File: config.mk
export PLATFORM = sky130hd
export DESIGN_NAME = syn_fifo
export DESIGN_NICKNAME = d
export VERILOG_FILES = /design/src/rtl/syn_fifo.sv
export SDC_FILE = /design/constraint.sdc
export NUM_CORES = 1
export LEC_CHECK = 0
export ABC_AREA = 1
export BUFFER_PORTS_ARGS = -buffer_cell sky130_fd_sc_hd__buf_2
export CORE_AREA = 2 2 112 114
export DETAILED_ROUTE_END_ITERATION = 10
export DIE_AREA = 0 0 114 116
export PLACE_DENSITY = 0.74
export SYNTH_ARGS = -nofsm -noshare
export SYNTH_HDL_FRONTEND = slang
export SYNTH_SLANG_ARGS = --single-unit
File: constraint.sdc
create_clock -name clk -period 2.4 [get_ports clk]
set_clock_uncertainty 0.15 [all_clocks]
set_input_delay 0.24 -clock clk [delete_from_list [all_inputs] [get_ports clk]]
set_output_delay 0.24 -clock clk [all_outputs]
set_load 0.01 [all_outputs]
File: src/rtl/syn_fifo.sv
// syn_fifo: single-clock FIFO with arbitrary depth, threshold flags, occupancy count and standard/FWFT read.
module syn_fifo #(
  parameter int DATA_WIDTH = 8,
  parameter int DEPTH = 16,
  parameter int AF_THR = DEPTH - 1,
  parameter int AE_THR = 1,
  parameter bit FWFT = 1'b0,
  localparam int CNT_W = $clog2(DEPTH + 1)
) (
  input  logic                  clk,
  input  logic                  rst,
  input  logic                  wr_en,
  input  logic [DATA_WIDTH-1:0] wr_din,
  input  logic                  rd_en,
  output logic [DATA_WIDTH-1:0] rd_dout,
  output logic                  rd_valid,
  output logic                  full,
  output logic                  empty,
  output logic                  al_full,
  output logic                  al_empty,
  output logic [CNT_W-1:0]      count,
  output logic                  overflow,
  output logic                  underflow
);
  localparam int PTR_W = $clog2(DEPTH);
  localparam logic [PTR_W-1:0] LAST = PTR_W'(DEPTH - 1);
  localparam logic [CNT_W-1:0] FULL_C = CNT_W'(DEPTH);
  localparam logic [CNT_W-1:0] AF_C = CNT_W'(AF_THR);
  localparam logic [CNT_W-1:0] AE_C = CNT_W'(AE_THR);
  logic [DATA_WIDTH-1:0] mem [DEPTH];
  logic [PTR_W-1:0] wr_ptr, rd_ptr;
  logic wr_acc, rd_acc;
  logic [CNT_W-1:0] count_nxt;
  // A write at full is only taken when the same-cycle read frees a slot.
  assign rd_acc = rd_en & ~empty;
  assign wr_acc = wr_en & (~full | rd_acc);
  assign count_nxt = count + CNT_W'(wr_acc) - CNT_W'(rd_acc);
  always_ff @(posedge clk) begin
    if (rst) begin
      wr_ptr    <= '0;
      rd_ptr    <= '0;
      count     <= '0;
      full      <= 1'b0;
      empty     <= 1'b1;
      al_full   <= 1'b0;
      al_empty  <= 1'b1;
      overflow  <= 1'b0;
      underflow <= 1'b0;
    end else begin
      if (wr_acc) wr_ptr <= (wr_ptr == LAST) ? '0 : wr_ptr + 1'b1;
      if (rd_acc) rd_ptr <= (rd_ptr == LAST) ? '0 : rd_ptr + 1'b1;
      count     <= count_nxt;
      full      <= count_nxt == FULL_C;
      empty     <= count_nxt == '0;
      al_full   <= count_nxt >= AF_C;
      al_empty  <= count_nxt <= AE_C;
      overflow  <= wr_en & ~wr_acc;
      underflow <= rd_en & empty;
    end
  end
  always_ff @(posedge clk) begin
    if (wr_acc && !rst) mem[wr_ptr] <= wr_din;
  end
  if (FWFT) begin : g_fwft
    assign rd_dout  = mem[rd_ptr];
    assign rd_valid = ~empty;
  end else begin : g_std
    always_ff @(posedge clk) begin
      if (rst) begin
        rd_valid <= 1'b0;
        rd_dout  <= '0;
      end else begin
        rd_valid <= rd_acc;
        if (rd_acc) rd_dout <= mem[rd_ptr];
      end
    end
  end
endmodule

==> parameters.txt, run 1 <==
Parameter                              Value

Global routing
  Overall global routing resource usage    0.230
  Total overflow reported by the global router    0
  Maximum number of pins on one net before global-route repair    66
  Number of global-route vias before repair    about 4300
  Initial antenna violation count    0
  Global-route wire length before repair    22.3 mm

Timing
  Number of failing hold endpoints at the final stage    0
  Highest achievable clock rate    428 MHz
  Final worst-path cycle share    0.974
  Minimum period implied by the final worst setup slack    2340 ps
  Worst setup slack after layout    61.2 ps
  Setup violators final    0
  Worst hold slack after final layout    21.9 ps
  Fin. max-slew vios    0
  Slew at the pin with the worst max-slew slack    710 ps
  Relative max-transition margin    0.526

Die
  IO Pins    32
  Core region area    0.0119 mm^2
  Core Rows    40
  Width of the chip    between 100 and 150 um
  Die span in y    116 um
  Die area    roughly 0.013 mm^2
  Starting Density    0.544

Hold path
  Worst hold path cell count    4
  Hold crit path type    in2reg
  Hold Crit Start    rd_en
  Hold-critical path endpoint    overflow$_SDFF_PP0_

Clock network
  Maximum root-to-sink buffer count    2
  Level count of the clock H-tree    4
  Clock Pin Slew Worst Setup and Hold Paths    60 ps
  TritonCTS clock tree    yes
  CTS root buf    clkbuf_16
  Cts bufs inserted    17
  Clock latency of the later-clocked register in the worst-skew pair    420 ps
  Sinks on the clock net    156

Layout
  Share of post-route cells with drive strength above 1    0.158
  Total inserted antenna cells    0
  Layout area overhead    17.4%
  Final Instance Area    between 0.007 and 0.008 mm^2
  Fin cells    between 800 and 900
  Nets    a little under 700
  End-of-flow core utilization    0.639

Detailed routing
  Via count    4572
  Antenna Nets Post-Route    0
  Pre-antenna DRT Iters    8
  First-iteration detailed-routing DRC count    469
  Total length of routed wires    ~15 mm
  DRC errors left    0
  Post-DR wirelength/cell    17.9 um
  Avg Vias per Cell    5.62

Critical path
  CP max stage cell    fa_2
  Capture point of the worst reg-to-reg path    empty$_SDFF_PP1_
  Launch point of the worst reg-to-reg path    empty$_SDFF_PP1_
  Critical path capture point type    flip-flop
  Arrival @ worst endpoint    2540 ps
  Most common cell type on the critical path    nand2_4
  Depth of the worst register-to-register path    14
  Launching element type of the critical path    flip-flop
  Critical path peak fanout    5
  Critical path data required time    approximately 2600 ps
  Worst Path Class, Setup    reg2reg
  Register-to-Register Setup Slack    60 ps
  Cell Chain, Critical Path    inv_2 > nand2_4 > nand2_4 > nand2_4 > ha_4 > inv_2 > ha_4 > fa_2 > nand3_2 > nand2_1 > or2_1 > nand2_2 > nand3_1 > nand2_1
  Slowest cell delay on critical path    380 ps

Yosys
  Post-synthesis sequential element count    156
  Sequential area share after synthesis    0.680
  Number of library cell types mapped by synthesis    24
  Post-synthesis net count    624
  Count of warnings emitted by yosys    0
  Cell count after synthesis    approximately 600
  Syn avg cell area    10.8 um^2
  Combined area of all synthesized cells    between 0.006 and 0.007 mm^2

Placement
  Post-DP HPWL    8.50 mm
  # port buffers    31
  Placed standard-cell area    approximately 0.0068 mm^2
  Worst slack, placed    approximately 3.5 ps
  Cell count after placement    around 780
  Final weighted congestion in routability-driven placement    0.913

Power and ir drop
  P per Cell Area    1020 mW/mm^2
  Worst vdd rail ir drop    around 500 uV
  Cell leakage power    3.02 nW

Run status
  Run status    complete, no violations

Run
  Number of maximum-capacitance violations    0
[cell usage in the layout (no fill, tap or decap), types with 7 or more instances in the layout]
master and count:
inv_2 7, nand2_1 191, nor2_1 44, nand3_1 109
a21oi_1 7, buf_4 26, buf_2 31, dfxtp_1 26
inv_1 24, edfxtp_1 128, ha_1 8, bufinv_16 7
clkbuf_16 17
[metal layers]
metal	up-vias	routed length (um)	GRT usage
met5	-	0	0
met4	0	539	0.113
met3	50	917	0.0544
met1	2180	6180	0.300
met2	204	6930	0.365
li1	2138	-	-
[per-stage QoR]
stage,TNS [ps],power [mW]
after floorplan,0,4.22
after global placement,0,4.54
after detailed placement,0,4.60
after CTS,0,7.65
after global routing,-38.5,8.09
final,0,7.77
[area by class of cell]
| type | instances | area, um^2 |
|---|---|---|
| fill | 895 | 4300 |
| timing repair buffer | 62 | 420 |
| sequential | 156 | 4410 |
| tap | 147 | 184 |
| multi-input combinational | 385 | 1800 |
| clock inverter | 14 | 249 |
| clock buffer | 17 | 425 |
| inverter | 32 | 120 |
[where the power goes]
group / internal, mW / switching [mW] / total [mW]
sequential: 3.07 / 0.0830 / 3.15
combinational: 0.540 / 1.04 / 1.58
clock: 2.03 / 0.999 / 3.03
total: 5.65 / 2.12 / 7.77
[critical path: cells and delay by family (launching register included)]
| family | cells | cell delay [ps] |
|---|---|---|
| adder cells (fa/ha/maj) | 3 | 790 |
| buffers and inverters | 2 | 100 |
| flip-flops | 1 | 320 |
| AND/OR/NAND/NOR | 9 | 920 |
[synth_stat cells]
cell type / number / area share
inv_1: 25 / 0.014
clkbuf_1: 3 / 0.0017
nor3b_1: 2 / 0.0023
nor2_1: 44 / 0.025
nand2_2: 2 / 0.0019
or2_1: 1 / 0.00097
buf_2: 13 / 0.010
inv_2: 6 / 0.0035
nand2_1: 193 / 0.11
clkinv_1: 1 / 0.00058
nand3_1: 110 / 0.085
ha_1: 10 / 0.019
nand4_1: 2 / 0.0019
nor3_1: 3 / 0.0023
xor2_1: 4 / 0.0054
edfxtp_1: 128 / 0.59
fa_1: 1 / 0.0031
buf_6: 10 / 0.017
buf_4: 2 / 0.0023
dfxtp_1: 28 / 0.087
xnor2_1: 1 / 0.0014
o21ai_1: 4 / 0.0031
o21ai_0: 1 / 0.00077
a21oi_1: 7 / 0.0054
[worst max path at each step]
stage,startpoint,endpoint,slack (ps),cells past startpoint
after floorplan,empty$_SDFF_PP1_,al_full$_SDFF_PP0_,30,13
after CTS,empty$_SDFF_PP1_,al_full$_SDFF_PP0_,60,13
final,empty$_SDFF_PP1_,empty$_SDFF_PP1_,60,14
after global placement,empty$_SDFF_PP1_,al_full$_SDFF_PP0_,110,13
after global routing,empty$_SDFF_PP1_,empty$_SDFF_PP1_,-30,14
after detailed placement,rd_en,al_full$_SDFF_PP0_,4,13
[registers in the layout, summed over array words and instances, names as in the netlist]
| signal | cells |
|---|---|
| al_full | 1 |
| rd_ptr | 4 |
| count | 5 |
| mem | 128 |
| full | 1 |
| rd_dout | 8 |
| empty | 1 |
| rd_valid | 1 |
| underflow | 1 |
| al_empty | 1 |
| overflow | 1 |
| wr_ptr | 4 |
[cell families after synthesis]
family                   synth area share
flip-flops                          0.680
adder cells (fa/ha/maj)            0.0224
AND/OR/NAND/NOR                     0.232
XOR/XNOR                          0.00676
buffers and inverters              0.0500
AO/OA/AOI/OAI                     0.00927
[repair_timing]
item | in CTS | in global routing
endpoints found under the setup margin | 1 | 5
resized for setup | 1 | 9
pin swaps | 0 | 5
hold buffers | 3 | 0
buffers inserted | 0 | 4
endpoints found under the hold margin | 3 | 0
No activity file was read; power rests on OpenSTA's default activity.
==> run 2, diff against run 1 <==
--- a/config.mk
+++ b/config.mk
@@ -6,10 +6,10 @@
 export NUM_CORES = 1
 export LEC_CHECK = 0
 export ABC_AREA = 1
-export BUFFER_PORTS_ARGS = -buffer_cell sky130_fd_sc_hd__buf_2
-export CORE_AREA = 2 2 112 114
+export CORE_AREA = 8 8 116 118
 export DETAILED_ROUTE_END_ITERATION = 10
-export DIE_AREA = 0 0 114 116
+export DIE_AREA = 0 0 124 126
+export DONT_BUFFER_PORTS = 1
 export PLACE_DENSITY = 0.74
 export SYNTH_ARGS = -nofsm -noshare
 export SYNTH_HDL_FRONTEND = slang
==> parameters.txt, run 2 (synthesis gave the netlist of run 1 again) <==
Parameter                              Value

Critical path
  Critical path capture point type    flip-flop
  Register-to-Register Setup Slack    50 ps
  Launch point of the worst reg-to-reg path    empty$_SDFF_PP1_
  Launching element type of the critical path    flip-flop
  Worst Path Class, Setup    reg2reg
  Depth of the worst register-to-register path    13
  Capture point of the worst reg-to-reg path    al_full$_SDFF_PP0_
  Critical path peak fanout    4
  Critical path data required time    2560 ps
  Arrival @ worst endpoint    approximately 2500 ps

Power and ir drop
  Worst vdd rail ir drop    767 uV
  Cell leakage power    2.84 nW
  P per Cell Area    981 mW/mm^2

Layout
  Nets    651
  End-of-flow core utilization    0.632
  Fin cells    788
  Final Instance Area    0.00741 mm^2
  Leading cell type in the layout, fill and taps excluded    nand2_1
  Most flops, register    mem
  Layout area overhead    14.3%
  Total inserted antenna cells    0
  Largest registers ranked by flip-flop count    mem: 128 flops, rd_dout: 8 flops, count: 5 flops
  Share of post-route cells with drive strength above 1    0.120
  Commonest cells after routing, fill and taps aside    190 x nand2_1, 128 x edfxtp_1, 108 x nand3_1
  Filler instances    876
  Flip-flop count of the largest register, all copies and words added    128

Detailed routing
  Avg Vias per Cell    5.61
  Via count    4417
  First-iteration detailed-routing DRC count    approximately 380
  DRC errors left    0
  Total length of routed wires    around 14 mm
  Post-DR wirelength/cell    18.0 um
  Pre-antenna DRT Iters    5
  Antenna Nets Post-Route    0

Hold path
  Hold-critical path endpoint    underflow$_SDFF_PP0_
  Hold Crit Start    rd_en
  Hold crit path type    in2reg
  Worst hold path cell count    3

Die
  Die area    between 0.015 and 0.02 mm^2
  Width of the chip    124 um
  Core region area    0.0117 mm^2
  Die span in y    between 100 and 150 um
  Core Rows    40
  IO Pins    32
  Starting Density    0.553

Clock network
  Cts bufs inserted    17
  Clock Pin Slew Worst Setup and Hold Paths    ~60 ps
  Maximum root-to-sink buffer count    2
  CTS root buf    clkbuf_16
  TritonCTS clock tree    yes
  Clock latency of the later-clocked register in the worst-skew pair    420 ps
  Level count of the clock H-tree    4
  Sinks on the clock net    156

Global routing
  Number of global-route vias before repair    4169
  Initial antenna violation count    0
  Maximum number of pins on one net before global-route repair    68
  Total overflow reported by the global router    0
  Global-route wire length before repair    21.7 mm
  Overall global routing resource usage    0.187

Timing
  RSZ-0062 raised after global routing    yes
  Fin. max-slew vios    0
  Setup total negative slack    0 ps
  Highest achievable clock rate    426 MHz
  Worst hold slack after final layout    72.6 ps
  Final worst-path cycle share    0.979
  Relative max-transition margin    0.267
  Number of failing hold endpoints at the final stage    0
  Minimum period implied by the final worst setup slack    between 2000 and 2500 ps
  Slew at the pin with the worst max-slew slack    1100 ps
  Setup violators final    0

Placement
  Post-DP HPWL    8.67 mm
  Final weighted congestion in routability-driven placement    approximately 0.84
  # port buffers    0
  Placed standard-cell area    0.00665 mm^2
  Cell count after placement    744

Run status
  Run status    complete, no violations

Run
  Number of maximum-capacitance violations    0
run 2: cell types whose count changed in the layout (fill, tap and decap cells not counted), sizes merged:
cell | before | now
buf | 59 | 25
bufinv | 7 | 2
clkinv | 7 | 4
clkinvlp | 1 | 5
dlygate4sd3 | 3 | 10
dlymetal6s4s | 0 | 1
inv | 31 | 36
run 2: per-stage QoR:
step	power (mW)	setup WS (ps)
final	7.27	49.9
after global routing	7.58	-18.9
after CTS	7.16	31.0
after detailed placement	4.48	15.3
after global placement	4.40	101
after floorplan	4.22	28.6
run 2: critical path, stage by stage, from the launching register on:
cell     delay, ps
dfxtp_4        360
inv_2           60
nand2_4         60
nand2_2         80
nand2_2         70
ha_4           260
inv_2           40
ha_4           150
fa_2           380
nand3_2         80
nand2_2         60
or2_1          260
nand3_1        120
o21ai_1         80
run 2: final cells by class:
type / count / area, um^2 / area share
Clock inverter: 15 / 164 / 0.0221
Multi-Input combinational cell: 385 / 1800 / 0.243
Timing Repair Buffer: 36 / 300 / 0.0405
Sequential cell: 156 / 4410 / 0.595
Clock buffer: 17 / 425 / 0.0574
Tap cell: 147 / 184 / 0.0248
Inverter: 32 / 120 / 0.0162
run 2: layer usage:
metal  up-vias  GRT usage  routed length, um
li1       2089          -                  -
met1      2141      0.234               5960
met3        27     0.0545               1070
met2       160      0.291               6900
met4         0     0.0868                280
met5         -          0                  0
run 2: repair_timing:
item                       CTS  global route
gates resized for setup      1            12
hold endpoints to repair   156             0
buffers inserted             0             1
hold buffers                11             0
setup endpoints to repair    1             5
pin swaps                    0             7
run 2: worst max path at each step:
stage	from	to	depth (start not counted)	slack (ps)
3_5_place_dp	empty$_SDFF_PP1_	empty$_SDFF_PP1_	14	20
4_1_cts	rd_en	empty$_SDFF_PP1_	14	30
2_1_floorplan	empty$_SDFF_PP1_	al_full$_SDFF_PP0_	13	30
3_3_place_gp	empty$_SDFF_PP1_	empty$_SDFF_PP1_	14	100
5_1_grt	empty$_SDFF_PP1_	empty$_SDFF_PP1_	14	-20
6_report	empty$_SDFF_PP1_	al_full$_SDFF_PP0_	13	50
run 2: report_power, final:
part | total [mW] | internal, mW | switching (mW)
logic | 1.42 | 0.467 | 0.951
registers | 3.21 | 3.07 | 0.136
clock network | 2.64 | 1.55 | 1.09
total | 7.27 | 5.09 | 2.18
